`config.mk`:
```
export PLATFORM = sky130hd
export DESIGN_NAME = data_pack_stream
export DESIGN_NICKNAME = d
export VERILOG_FILES = /design/src/rtl/data_pack_stream.sv
export SDC_FILE = /design/constraint.sdc
export NUM_CORES = 1
export LEC_CHECK = 0
export ABC_CLOCK_PERIOD_IN_PS = 2900
export CAP_MARGIN = 20
export CORE_MARGIN = 4
export CORE_UTILIZATION = 49
export DETAILED_ROUTE_END_ITERATION = 8
export GPL_TIMING_DRIVEN = 0
export PLACE_DENSITY = 0.77
export SLEW_MARGIN = 40
export SYNTH_ARGS = -nofsm -noshare
export SYNTH_HDL_FRONTEND = slang
export SYNTH_SLANG_ARGS = --single-unit
```
`constraint.sdc`:
```
create_clock -name clk -period 2.9 [get_ports clk]
set_input_delay 0.29 -clock clk [delete_from_list [all_inputs] [get_ports clk]]
set_output_delay 0.29 -clock clk [all_outputs]
set_load 0.03 [all_outputs]
```
`src/rtl/data_pack_stream.sv`:
```
// data_pack_stream: packs 1..LANES valid low-order lanes per input beat into
// dense DATA_W-bit output words, LSB-first, with no gaps between beats.
// A flush emits any residual lanes as a partial word. A flush that arrives
// while a full word is being emitted is deferred by one cycle through
// r_flush_pend. A beat whose lane count exceeds LANES raises lane_err and
// is treated as a LANES-lane beat.
module data_pack_stream #(
  parameter  int DATA_W = 8,
  parameter  int LANE_W = 4,
  localparam int LANES  = DATA_W / LANE_W,
  localparam int CNT_W  = $clog2(LANES + 1)
) (
  input  logic              clk,
  input  logic              reset_n,
  input  logic              start,
  input  logic [DATA_W-1:0] data_in,
  input  logic [CNT_W-1:0]  lane_cnt,
  input  logic              flush,
  output logic [DATA_W-1:0] data_o,
  output logic              data_en,
  output logic [CNT_W-1:0]  data_lanes,
  output logic              lane_err
);

  localparam logic [CNT_W:0]   LANES_T = (CNT_W + 1)'(LANES);
  localparam logic [CNT_W-1:0] LANES_C = CNT_W'(LANES);

  // Registered state: residual lanes (always packed from lane 0, unused
  // upper lanes kept at zero), their count, the deferred flush and outputs.
  logic [DATA_W-1:0] r_res;
  logic [CNT_W-1:0]  r_res_cnt;
  logic              r_flush_pend;
  logic [DATA_W-1:0] r_data;
  logic              r_en;
  logic [CNT_W-1:0]  r_lanes;
  logic              r_err;

  // Combinational datapath signals.
  logic [CNT_W-1:0]    w_n;
  logic                w_err;
  logic [DATA_W-1:0]   w_mask;
  logic [DATA_W-1:0]   w_masked;
  logic [2*DATA_W-1:0] w_comb;
  logic [CNT_W:0]      w_total;
  logic                w_full;
  logic [CNT_W:0]      w_left_wide;
  logic [CNT_W-1:0]    w_left_cnt;
  logic [DATA_W-1:0]   w_left_data;
  logic                w_eff_flush;
  logic                w_emit_part;
  logic [DATA_W-1:0]   w_res_nxt;
  logic [CNT_W-1:0]    w_res_cnt_nxt;
  logic                w_pend_nxt;
  logic [DATA_W-1:0]   w_data_nxt;
  logic                w_en_nxt;
  logic [CNT_W-1:0]    w_lanes_nxt;

  // Clamp the lane count, mask unused lanes, append the beat above the
  // residual, then decide between a full word, a partial flush, or nothing.
  always_comb begin
    // NOTE: every signal gets a default before any branch so no path can
    // leave it unassigned, which would otherwise infer a latch.
    w_n           = '0;
    w_err         = 1'b0;
    w_mask        = '0;
    w_data_nxt    = r_data;
    w_lanes_nxt   = r_lanes;
    w_en_nxt      = 1'b0;

    if (start) begin
      if ({1'b0, lane_cnt} > LANES_T) begin
        w_n   = LANES_C;
        w_err = 1'b1;
      end else begin
        w_n = lane_cnt;
      end
    end

    // Don't-care lanes (possibly X) are forced to zero so they can never
    // leak into a word or into the residual.
    for (int i = 0; i < LANES; i++) begin
      if (i < int'(w_n)) begin
        w_mask[i*LANE_W +: LANE_W] = '1;
      end
    end
    w_masked = data_in & w_mask;

    w_comb  = {{DATA_W{1'b0}}, r_res}
            | ({{DATA_W{1'b0}}, w_masked} << (LANE_W * int'(r_res_cnt)));
    w_total = {1'b0, r_res_cnt} + {1'b0, w_n};
    w_full  = (w_total >= LANES_T);

    w_left_wide = w_full ? (w_total - LANES_T) : w_total;
    w_left_cnt  = w_left_wide[CNT_W-1:0];
    w_left_data = w_full ? w_comb[2*DATA_W-1:DATA_W] : w_comb[DATA_W-1:0];

    // Flush is judged after packing: with a full word already leaving this
    // cycle, the leftover has to wait for the next cycle.
    w_eff_flush = flush | r_flush_pend;
    w_emit_part = w_eff_flush && !w_full && (w_left_cnt != '0);
    w_pend_nxt  = w_eff_flush && w_full && (w_left_cnt != '0);

    w_res_nxt     = w_emit_part ? '0 : w_left_data;
    w_res_cnt_nxt = w_emit_part ? '0 : w_left_cnt;

    if (w_full) begin
      w_data_nxt  = w_comb[DATA_W-1:0];
      w_lanes_nxt = LANES_C;
      w_en_nxt    = 1'b1;
    end else if (w_emit_part) begin
      w_data_nxt  = w_left_data;
      w_lanes_nxt = w_left_cnt;
      w_en_nxt    = 1'b1;
    end
  end

  // State and output registers with synchronous active-low reset; reset
  // discards the residual without emitting it.
  always_ff @(posedge clk) begin
    // NOTE: sequential state uses non-blocking assignments so every register
    // samples the pre-edge values, independent of statement order.
    if (!reset_n) begin
      r_res        <= '0;
      r_res_cnt    <= '0;
      r_flush_pend <= 1'b0;
      r_data       <= '0;
      r_en         <= 1'b0;
      r_lanes      <= '0;
      r_err        <= 1'b0;
    end else begin
      r_res        <= w_res_nxt;
      r_res_cnt    <= w_res_cnt_nxt;
      r_flush_pend <= w_pend_nxt;
      r_data       <= w_data_nxt;
      r_en         <= w_en_nxt;
      r_lanes      <= w_lanes_nxt;
      r_err        <= w_err;
    end
  end

  assign data_o     = r_data;
  assign data_en    = r_en;
  assign data_lanes = r_lanes;
  assign lane_err   = r_err;

endmodule
```
==> impl_results.md <==
- Antenna Violating Nets Remaining: 0
- Max_cap viols: 0
- Total core area: between 2000 and 2500 sq um
- DRC: 0
- Vias in the first global route: between 1000 and 1500
- Slowest cell on crit path: clkdlybuf4s50_1
- Finished Cell Area: 1510 sq um
- Synth Flop Type: dfxtp_1
- Top post-synthesis cells by count: 23 x dfxtp_1, 15 x a21oi_1, 8 x nand2_1, 8 x nor2_1, 7 x buf_2
- Clk Latency, worst-skew pair: 0.30 ns
- Multiplexer share of the synthesized area: 0
- Final core occ: 0.665
- Dpl hpwl: roughly 2.2 mm
- Die Wd: slightly below 60 um
- CTS buffer count: 3
- Wirelength per Cell: roughly 15 um
- Main combinational cell family by area after synthesis: compound AO/OA/AOI/OAI gates
- CP Launch Type: input pin
- CTS Hold Bufs: 0
- Setup ws final: about 0.31 ns
- Port Buffer Count: 24
- Slew Limit Fails: 0
- Synth unique cells: 39
- F_max: 0.386 GHz
- Root buffer cell: clkbuf_4
- Placement Cell Area: roughly 1500 sq um
- Fin. Hold Viols: 0
- Layout cell share with drive strength beyond 1: 0.0994
- Synth Area in Adders: 0.0269
- Simple-Gate Fraction of Synth Area: 0.217
- RD Place Congestion: just over 0.8
- Worst Tran Pin Value: slightly above 0.6 ns
- Period utilisation layout: 0.892
- Gate count of the mapped netlist: 133
- Crit path max fanout: 10
- Area leader, netlist: dfxtp_1
- Post-synthesis async set-or-reset flop share: 0
- Final Total Pwr: 0.686 mW
- Detailed Route WL: roughly 2.8 mm
- Post-Synth XOR/XNOR Area: 0
- Endpoints failing setup: 0
- Period minus WS final: ~2.6 ns
- Via count: 1117
- Top-count cell post-synth: dfxtp_1
- Layout Nets: between 150 and 200
- Antenna violations before repair: 0
- RSZ-0062 raised after global routing: no
- Relative slew slack: 0.587
- Post_cts resized: 0
- Slowest stage delay, CP: around 0.6 ns
- Dominant cells by area after synthesis: dfxtp_1 38%, a21oi_1 6.2%, o211a_1 4.1%
- Vias/cell: around 6
- Die H: a little under 60 um
- Synth Area in Compound Gates: 0.310
- Number of DRC markers in iteration 0: 11
- Place WS: -0.00797 ns
- CTS Sinks: 23
- H-tree Lvls: 1
- Pwr dens: approximately 450 nW/um^2
- Die Footprint: about 3300 sq um
- Ys Warns: 0
- Worst Hold Class: input pin to flip-flop
- Total global-route track usage: 0.183
- # IOs: 26
- Leakage: 0.647 nW
- Worst hold slack: 0.305 ns
- Rows: 17
- Post-Syn Area per Cell: 9.11 sq um
- Setup CP Type: input pin to flip-flop
- TritonRoute pass-1 iters: 4
- Outcome: completed
- Crit path DAT: about 2.8 ns
- CP required: between 3 and 4 ns
- Diode count: 0
- Number of synthesized flops with an enable pin: 0
- Worst vdd ir: a little under 0.3 mV
- Mapped Nets: ~150
- GRT overflow: 0
- Clock Pin Slew Worst Setup and Hold Paths: ~0.13 ns
- CTS tree: done
- Flops & latches, synth: 23
- Share of the synthesized area in the top cell type: 0.380
- Final setup skew: 0.00483 ns
- Most frequent CP cell: nor2_1
- CP cell instances: clkdlybuf4s50_1, nand2_1, nor2_1, ha_1, inv_1, fa_1, buf_2, nand2_2, buf_4, o21ai_2, nor2_1
- Longest Clk Path Bufs: 2
- P&R area growth vs syn: 24.9%
- Global-route wire length before repair: 4.91 mm
- CP endpoint kind: flip-flop
- Setup bufs post-CTS: 0
- Pin count of the biggest net entering global routing: 13
- Starting Density: 0.532
- Sequential fraction of the synthesis area: 0.380
- Post-Syn Area: between 1000 and 1500 sq um
-- path summary, 6_finish.rpt --
| path | from | endpoint | slack, ns | cells past startpoint |
|---|---|---|---|---|
| min | start | lane_err$_SDFF_PN0_ | 0.31 | 3 |
| max reg2reg | r_res_cnt[1]$_SDFF_PP0_ | data_lanes[1]$_SDFFE_PN0P_ | 0.40 | 8 |
| min reg2reg | r_res[6]$_SDFF_PP0_ | r_res[6]$_SDFF_PP0_ | 0.47 | 2 |
| max | lane_cnt[0] | data_lanes[1]$_SDFFE_PN0P_ | 0.31 | 11 |
-- flip-flops by register name (all words and copies together), names as in the netlist --
name and flops:
data_o 8, r_res 8, data_lanes 2, r_res_cnt 2
data_en 1, lane_err 1, r_flush_pend 1
-- logic make-up (layout without fill, tap and decap cells) --
family	count (synthesis)	count (layout)
AO/OA/AOI/OAI	51	51
adder cells (fa/ha/maj)	2	2
buffers and inverters	14	42
flip-flops	23	23
AND/OR/NAND/NOR	43	43
-- metal layers --
metal	vias to the layer above	GRT usage	part of all wire
li1	568	-	-
met1	517	0.231	0.43
met2	30	0.323	0.52
met3	2	0.0267	0.042
met4	0	0.0497	0.0060
met5	-	0	0
-- through the flow --
step | setup TNS [ns] | instances
global route | 0 | 189
detailed placement | -0.0124 | 185
global placement | 0 | 185
floorplan | 0 | 133
CTS | 0 | 189
finish | 0 | 189
-- final cells by class --
class | count | area [sq um]
well taps | 28 | 35.0
multi-input cells | 96 | 671
fillers | 200 | 763
inverters | 3 | 11.3
clock buffers | 4 | 26.3
flip-flops and latches | 23 | 460
repair buffers | 24 | 240
plain buffers | 11 | 68.8
-- critical path, delay by kind of cell --
family                   cells  cell delay [ns]
adder cells (fa/ha/maj)      2             0.61
buffers and inverters        4             1.05
AND/OR/NAND/NOR              4             0.40
AO/OA/AOI/OAI                1             0.43
-- where the power goes --
part / switching, mW / total [mW] / internal, mW / leakage, nW
clock: 0.0926 / 0.146 / 0.0536 / 0.0150
sequential: 0.0105 / 0.350 / 0.340 / 0.189
combinational: 0.102 / 0.189 / 0.0878 / 0.444
-- layout by cell type (no fill, tap or decap), drive strengths merged --
cell type	n
a32oi	1
o21bai	4
clkbuf	5
clkinv	1
nand4	3
or3	4
o211a	5
nor3	1
clkdlybuf4s50	24
and3	1
a41oi	3
a21oi	15
nor2	8
nand3b	3
o221ai	4
or2	1
a211oi	4
o31ai	4
a311oi	1
nand2	9
buf	10
and4	3
a21boi	1
and4b	1
fa	1
inv	2
dfxtp	23
and2	1
and3b	5
o21ai	3
o21a	2
nor2b	2
o311a	4
nand2b	1
ha	1
Power figures use the tool's default switching activity.
